<file path="src/rtl/instr_pack.sv">
// rtl/instr_pack.sv - shared ALU opcode, state and width definitions
//
// Purpose: opcode enum shared by the register-file decode and the ALU, the ALU
// sequencer state enum, and the default datapath width.
// Ports: none (package).
// Encodings 3'd7 of math_t are unused and are treated as illegal by the ALU.

package instr_pack;

    localparam int ALU_WIDTH = 8;

    typedef enum logic [2:0] {
        ADD  = 3'd0,
        SUB  = 3'd1,
        EQL  = 3'd2,
        EQLN = 3'd3,
        SHL  = 3'd4,
        SHR  = 3'd5,
        MUL  = 3'd6
    } math_t;

    typedef enum logic {
        IDLE    = 1'b0,
        MUL_RUN = 1'b1
    } alu_state_t;

endpackage

</file>
<file path="src/rtl/alu_mul_iter.sv">
// rtl/alu_mul_iter.sv - iterative shift-add multiplier, one partial product per cycle
//
// Purpose: computes a*b over WIDTH iterations. The start cycle performs
// iteration 0 from the live operands; the following WIDTH-1 busy cycles add the
// remaining partial products. finish is asserted combinationally during the
// last busy cycle, with product already holding the final value.
// Ports:
//   clk, reset          clock, synchronous active-high reset
//   start               begin a multiply (ignored while busy)
//   a, b                operands, sampled on the start cycle only
//   busy                iterations 1..WIDTH-1 in progress
//   finish              last iteration happens at the end of this cycle
//   product             full 2*WIDTH product (valid while finish is high)

module alu_mul_iter import instr_pack::*; #(
    parameter int WIDTH = ALU_WIDTH
) (
    input  logic                 clk,
    input  logic                 reset,
    input  logic                 start,
    input  logic [WIDTH-1:0]     a,
    input  logic [WIDTH-1:0]     b,
    output logic                 busy,
    output logic                 finish,
    output logic [2*WIDTH-1:0]   product
);

    localparam int CW = $clog2(WIDTH);

    logic [2*WIDTH-1:0] acc;
    logic [2*WIDTH-1:0] mcand;
    logic [2*WIDTH-1:0] acc_next;
    logic [WIDTH-1:0]   mplier;
    logic [CW-1:0]      cnt;

    always_comb begin
        acc_next = acc + (mplier[0] ? mcand : '0);
    end

    // cnt holds the index of the partial product being added this cycle
    assign finish  = busy && (cnt == CW'(WIDTH - 1));
    assign product = acc_next;

    always_ff @(posedge clk) begin
        if (reset) begin
            acc    <= '0;
            mcand  <= '0;
            mplier <= '0;
            cnt    <= '0;
            busy   <= 1'b0;
        end else if (start && !busy) begin
            acc    <= b[0] ? {{WIDTH{1'b0}}, a} : '0;
            mcand  <= {{(WIDTH-1){1'b0}}, a, 1'b0};
            mplier <= b >> 1;
            cnt    <= CW'(1);
            busy   <= 1'b1;
        end else if (busy) begin
            acc    <= acc_next;
            mcand  <= mcand << 1;
            mplier <= mplier >> 1;
            cnt    <= cnt + 1'b1;
            if (finish) begin
                busy <= 1'b0;
            end
        end
    end

endmodule

</file>
<file path="src/rtl/arithmetic_logic_seq.sv">
// rtl/arithmetic_logic_seq.sv - clocked ALU with flags and optional iterative multiply
//
// Purpose: accepts one operation per in_valid/in_ready handshake and writes the
// result into r_out or s_out (chosen by dst). Single-cycle ops complete one
// cycle after accept; MUL (only when ALU_MUL_EN is defined) runs for WIDTH
// cycles with in_ready low. Without ALU_MUL_EN, MUL is reported as illegal.
// Ports:
//   clk, reset          clock, synchronous active-high reset
//   in_valid, in_ready  request handshake
//   op, x, y, dst       opcode, operands, destination (0 = r_out, 1 = s_out)
//   r_out, s_out        result registers
//   done                one-cycle completion pulse, flags valid with it
//   carry, zero, err    carry/no-borrow/shifted-out bit, result == 0, illegal op

module arithmetic_logic_seq import instr_pack::*; #(
    parameter int WIDTH   = ALU_WIDTH,
    parameter int EQ_BITS = 5
) (
    input  logic             clk,
    input  logic             reset,
    input  logic             in_valid,
    output logic             in_ready,
    input  math_t            op,
    input  logic [WIDTH-1:0] x,
    input  logic [WIDTH-1:0] y,
    input  logic             dst,
    output logic [WIDTH-1:0] r_out,
    output logic [WIDTH-1:0] s_out,
    output logic             done,
    output logic             carry,
    output logic             zero,
    output logic             err
);

    alu_state_t       state;
    logic             accept;
    logic [WIDTH:0]   sum;
    logic [WIDTH:0]   diff;
    logic [WIDTH-1:0] alu_res;
    logic             alu_carry;
    logic             alu_single;

`ifdef ALU_MUL_EN
    logic               mul_busy;
    logic               mul_finish;
    logic [2*WIDTH-1:0] mul_product;
    logic               dst_q;

    alu_mul_iter #(.WIDTH(WIDTH)) u_mul (
        .clk     (clk),
        .reset   (reset),
        .start   (accept && (op == MUL)),
        .a       (x),
        .b       (y),
        .busy    (mul_busy),
        .finish  (mul_finish),
        .product (mul_product)
    );

    assign in_ready = (state == IDLE) && !mul_busy;
`else
    assign in_ready = (state == IDLE);
`endif

    assign accept = in_valid && in_ready;
    assign sum    = {1'b0, x} + {1'b0, y};
    // bit WIDTH of x + ~y + 1 is the no-borrow flag (x >= y unsigned)
    assign diff   = {1'b0, x} + {1'b0, ~y} + (WIDTH+1)'(1);

    always_comb begin
        alu_res    = '0;
        alu_carry  = 1'b0;
        alu_single = 1'b1;
        case (op)
            ADD: begin
                alu_res   = sum[WIDTH-1:0];
                alu_carry = sum[WIDTH];
            end
            SUB: begin
                alu_res   = diff[WIDTH-1:0];
                alu_carry = diff[WIDTH];
            end
            EQL:  alu_res = {{(WIDTH-1){1'b0}}, (x == y)};
            EQLN: alu_res = {{(WIDTH-1){1'b0}}, (x[EQ_BITS-1:0] == y[EQ_BITS-1:0])};
            SHL: begin
                alu_res   = {x[WIDTH-2:0], 1'b0};
                alu_carry = x[WIDTH-1];
            end
            SHR: begin
                alu_res   = {1'b0, x[WIDTH-1:1]};
                alu_carry = x[0];
            end
            // MUL and unused encodings are not single-cycle ops
            default: alu_single = 1'b0;
        endcase
    end

    always_ff @(posedge clk) begin
        if (reset) begin
            state <= IDLE;
            r_out <= '0;
            s_out <= '0;
            done  <= 1'b0;
            carry <= 1'b0;
            zero  <= 1'b0;
            err   <= 1'b0;
`ifdef ALU_MUL_EN
            dst_q <= 1'b0;
`endif
        end else begin
            done <= 1'b0;
            case (state)
                IDLE: begin
                    if (accept) begin
                        if (alu_single) begin
                            if (dst) s_out <= alu_res;
                            else     r_out <= alu_res;
                            done  <= 1'b1;
                            carry <= alu_carry;
                            zero  <= (alu_res == '0);
                            err   <= 1'b0;
`ifdef ALU_MUL_EN
                        end else if (op == MUL) begin
                            dst_q <= dst;
                            state <= MUL_RUN;
`endif
                        end else begin
                            // illegal or compiled-out op: flag only, no write
                            done  <= 1'b1;
                            carry <= 1'b0;
                            zero  <= 1'b0;
                            err   <= 1'b1;
                        end
                    end
                end
`ifdef ALU_MUL_EN
                MUL_RUN: begin
                    if (mul_finish) begin
                        if (dst_q) s_out <= mul_product[WIDTH-1:0];
                        else       r_out <= mul_product[WIDTH-1:0];
                        done  <= 1'b1;
                        carry <= |mul_product[2*WIDTH-1:WIDTH];
                        zero  <= (mul_product[WIDTH-1:0] == '0);
                        err   <= 1'b0;
                        state <= IDLE;
                    end
                end
`endif
                default: state <= IDLE;
            endcase
        end
    end

endmodule

</file>
<file path="config.mk">
export PLATFORM = sky130hd
export DESIGN_NAME = arithmetic_logic_seq
export DESIGN_NICKNAME = d
export VERILOG_FILES = /design/src/rtl/instr_pack.sv /design/src/rtl/alu_mul_iter.sv /design/src/rtl/arithmetic_logic_seq.sv
export SDC_FILE = /design/constraint.sdc
export NUM_CORES = 1
export LEC_CHECK = 0
export CAP_MARGIN = 0
export CORE_MARGIN = 1.5
export CORE_UTILIZATION = 35
export CTS_CLUSTER_DIAMETER = 200
export CTS_CLUSTER_SIZE = 16
export DETAILED_ROUTE_END_ITERATION = 6
export PLACE_DENSITY = 0.57
export SYNTH_ARGS = -nofsm -noshare
export SYNTH_HDL_FRONTEND = slang
export SYNTH_SLANG_ARGS = --single-unit
</file>
<file path="constraint.sdc">
create_clock -name clk -period 5.9 [get_ports clk]
set_clock_uncertainty 0.15 [all_clocks]
set_input_delay 1.77 -clock clk [delete_from_list [all_inputs] [get_ports clk]]
set_output_delay 1.77 -clock clk [all_outputs]
set_load 0.05 [all_outputs]
</file>
# After elaboration in Yosys (flattened, before gate mapping)
# Cells that the tools add are included.
# word_totals
regBits	20
input_bits	23
output_inout_bits	21
word_cells	30
# op_classes
add_sub_neg	3
eq_ne	7
n_mux	7
bitwise	2
n_reduce_logical	5
# ops
op	n
$pmux W8 S6	1
$add A8 B8 Y9	2
$add A9 B1 Y9 const B	1
$eq A8 B8 Y1	1
$logic_not A8 Y1	1
$not A8 Y8	1
$eq A3 B2 Y1 const B	2
$eq A3 B3 Y1 const B	2
$reduce_and A3 Y1	2
$reduce_or A6 Y1	1
$eq A5 B5 Y1	1
$mux W1	5
$pmux W1 S4	1
$eq A3 B1 Y1 const B	1
$logic_not A3 Y1	1
$not A1 Y1	1

# Depth between registers and ports, before layout
# depth
depth_word	6
ltp_mapped	11
mapped_depth_nobuf	11

# Worst setup path before layout
# OpenSTA, ideal clock, no wires.
# synth_path
path_type	input to register
from	input port x[0]
to	register zero
setup_ns	0.059
arrival_ns	3.600
setup_slack_ns	2.092
stages	9
path_cell_list	inv_1 ha_1 inv_1 fa_1 mux4_2 o31ai_2 o211ai_1 nor4b_2 a31o_1
# synth_between
elab_chain_len	5
# synth_rtl
item	line_no	text
start, declared	arithmetic_logic_seq.sv:24	input logic [WIDTH-1:0] x,
$add A8 B8 Y9	arithmetic_logic_seq.sv:68	assign diff = {1'b0, x} + {1'b0, ~y} + (WIDTH+1)'(1);
$add A9 B1 Y9	arithmetic_logic_seq.sv:68	
$pmux W8 S6 (*)	arithmetic_logic_seq.sv:74	case (op)
$logic_not A8 Y1 (*)	arithmetic_logic_seq.sv:120	zero <= (alu_res == '0);
$mux W1 (*)	arithmetic_logic_seq.sv:115	if (alu_single) begin
end signal, assigned	arithmetic_logic_seq.sv:120	
end, declared	arithmetic_logic_seq.sv:31	output logic zero,
# Mark *: on every way between the ends. The rest lies on a longest branch, timed or not.
# A chain may end at the register's enable or synchronous reset.

# Worst setup path after layout
# Ends and elaborated chain as after synthesis.

==> flow_summary.json <==
{
  "cts-root-buf": "clkbuf_8",
  "path_max_fanout": 4,
  "holdBufCountCts": 0,
  "fillers": 532,
  "fin_crit_ns": 4.35,
  "crit_top_cell": "inv_1",
  "synth_area_um2": 1830,
  "drc_errors": 0,
  "synth_top_family_by_area": "simple AND/OR/NAND/NOR gates",
  "crit_type": "in2reg",
  "routed_wl_um": 4770,
  "p_leak_nw": 0.854,
  "finalSetupViolCount": 0,
  "final_cell_mix": "42 x clkdlybuf4s50_1, 24 x nor2_1, 24 x nand2_1",
  "required_ns": 5.95,
  "drive_above_1_share": 0.0720,
  "drv_slew": 0,
  "ant_nets": 0,
  "status": "complete, no violations",
  "antenna_found_initial": 0,
  "pin_count": 44,
  "cts_buffers": 3,
  "power_density_nw_per_um2": 171,
  "yosys_warnings": 0,
  "place_congestion": 0.890,
  "fin_ws_ns": 1.55,
  "path_buf_inv": 3,
  "place_area_um2": 2240,
  "dp_hpwl_um": 3610,
  "h-tree-depth": 1,
  "netlist_instances": 235,
  "row_count": 26,
  "post_cts_buffers": 0,
  "avgSynthCellArea_um2": 7.79,
  "worstMarginPinSlew_ns": 0.927,
  "dr.pass1.iters": 4,
  "ys_types": 53,
  "regArea_um2": 400,
  "critPathLaunchType": "input port",
  "slowest_stage": "clkdlybuf4s50_1",
  "die_h_um": 75.3,
  "start_util": 0.361,
  "wire_per_inst_um": 14.3,
  "grt.overflow.total": 0,
  "hold_violations": 0,
  "synthMuxAreaShare": 0.0882,
  "worst_hold_slack_ns": 0.303,
  "critPathArrivalTime_ns": 4.41,
  "path_clk_slew_ns": 0.07,
  "cts.path.max_buffers": 2,
  "vias": 1735,
  "track_usage": 0.174,
  "multi_input_area_um2": 1280,
  "grt_pass1_wl_um": 7600,
  "synthAdderAreaFrac": 0.138,
  "drt-initial-drc-count": 97,
  "dieArea_um2": 5670,
  "numPortBuffers": 42,
  "synth_nets": 277,
  "place_ws_ns": 1.31,
  "setup_tns_ns": 0,
  "grt_pass1_vias": 1602,
  "ys.flop_type": "dfxtp_1",
  "async_flop_share": 0,
  "grt_max_degree": 24,
  "worstRegToRegCells": 3,
  "maxCapViolations": 0,
  "synth-edff-count": 0,
  "synth_xor_area_frac": 0.00957,
  "cts.sink_count": 20,
  "crit_family": "buffers and inverters",
  "endpoint_kind": "register",
  "cts_tree": "done",
  "synth_compound_area_frac": 0.199,
  "post-route-cell-area_um2": 2290,
  "synth_seq_area_share": 0.219,
  "relSlewSlack": 0.380,
  "rsz0062_at_grt": "no",
  "finalNetCount": 308,
  "area.growth.synth_to_final_pct": 24.9,
  "antennaDiodeCount": 0,
  "worstPathCellList": "clkdlybuf4s50_1, inv_1, ha_1, inv_1, fa_1, mux4_2, nor3_1, o211ai_1, nor4b_2, a31o_1",
  "viasPerCell": 5.19,
  "synth-seq-cells": 20,
  "synth-simple-area-share": 0.262,
  "critPathMaxStageDelay_ns": 0.58,
  "max_freq_mhz": 230,
  "dieWidth_um": 75.3,
  "vdd_drop_max_mv": 0.0831,
  "final_util": 0.450,
  "holdPathStages": 2,
  "insertion_delay_ns": 0.25,
  "cts_resized": 0,
  "core_um2": 5070,
  "hold_path.class": "reg2reg",
  "layout_commonest_cell": "clkdlybuf4s50_1",
  "timing.final.crit_share": 0.738,
  "worst-path-stages": 10
}
## synth_stat cells (all sizes together) (2+ instances only)
library cell / n / area share
a211oi: 5 / 0.021
a21oi: 21 / 0.062
a31oi: 5 / 0.021
and2: 2 / 0.0068
and3: 2 / 0.0068
buf: 11 / 0.041
clkbuf: 5 / 0.010
dfxtp: 20 / 0.22
fa: 2 / 0.022
ha: 17 / 0.12
inv: 15 / 0.031
mux2: 5 / 0.031
mux2i: 6 / 0.033
mux4: 2 / 0.025
nand2: 24 / 0.049
nand2b: 2 / 0.0068
nand3: 8 / 0.022
nand3b: 2 / 0.0082
nand4: 4 / 0.014
nor2: 25 / 0.053
nor2b: 8 / 0.027
nor3: 5 / 0.019
nor3b: 3 / 0.015
o211ai: 2 / 0.0082
o21ai: 11 / 0.030
o21bai: 4 / 0.016
or3: 3 / 0.010
## routing by layer
metal	GRT usage	part of all wire	vias to the layer above
met1	0.254	0.51	796
met3	0.0331	0.047	4
met2	0.272	0.44	47
met4	0.0258	0.0078	0
met5	0	0	-
li1	-	-	888
## state kept, by name, summed over array words and instances (netlist names)
| signal | cells |
|---|---|
| done | 1 |
| r_out | 8 |
| err | 1 |
| carry | 1 |
| zero | 1 |
| s_out | 8 |
## final timing paths
check                               from        to  slack (ns)
worst min register to register  s_out[1]  s_out[1]        0.30
worst max-delay path                x[0]      zero        1.55
worst max register to register     carry     carry        4.94
worst min-delay path            s_out[1]  s_out[1]        0.30
## where the power goes
group / switching, W / total, W / internal (W)
logic: 0.0000964 / 0.000160 / 0.0000634
registers: 0.00000277 / 0.000144 / 0.000141
clock network: 0.0000414 / 0.0000868 / 0.0000454
total: 0.000141 / 0.000390 / 0.000250
## stage by stage
step                      std cells  total power, W
after floorplan                 235        0.000258
after global placement          331        0.000305
after detailed placement        331        0.000305
after CTS                       334        0.000391
after global routing            334        0.000412
final                           334        0.000390
## area by class of cell
class	count	share of cell area
multi-input combinational	184	0.560
tap	70	0.0383
clock buffer	3	0.0181
timing repair buffer	42	0.184
inverter	15	0.0246
sequential	20	0.175
## worst reg2reg max path, stage by stage, from the launching register on
cell and delay (ns):
dfxtp_1 0.33, inv_1 0.04, o32a_1 0.31, o21ai_0 0.07
## cell families after synthesis
kind of cell | count (synthesis)
AO/OA/AOI/OAI | 56
XOR/XNOR | 2
adder cells (fa/ha/maj) | 19
buffers and inverters | 31
flip-flops | 20
multiplexers | 13
other | 1
AND/OR/NAND/NOR | 93
Power figures use the tool's default switching activity.
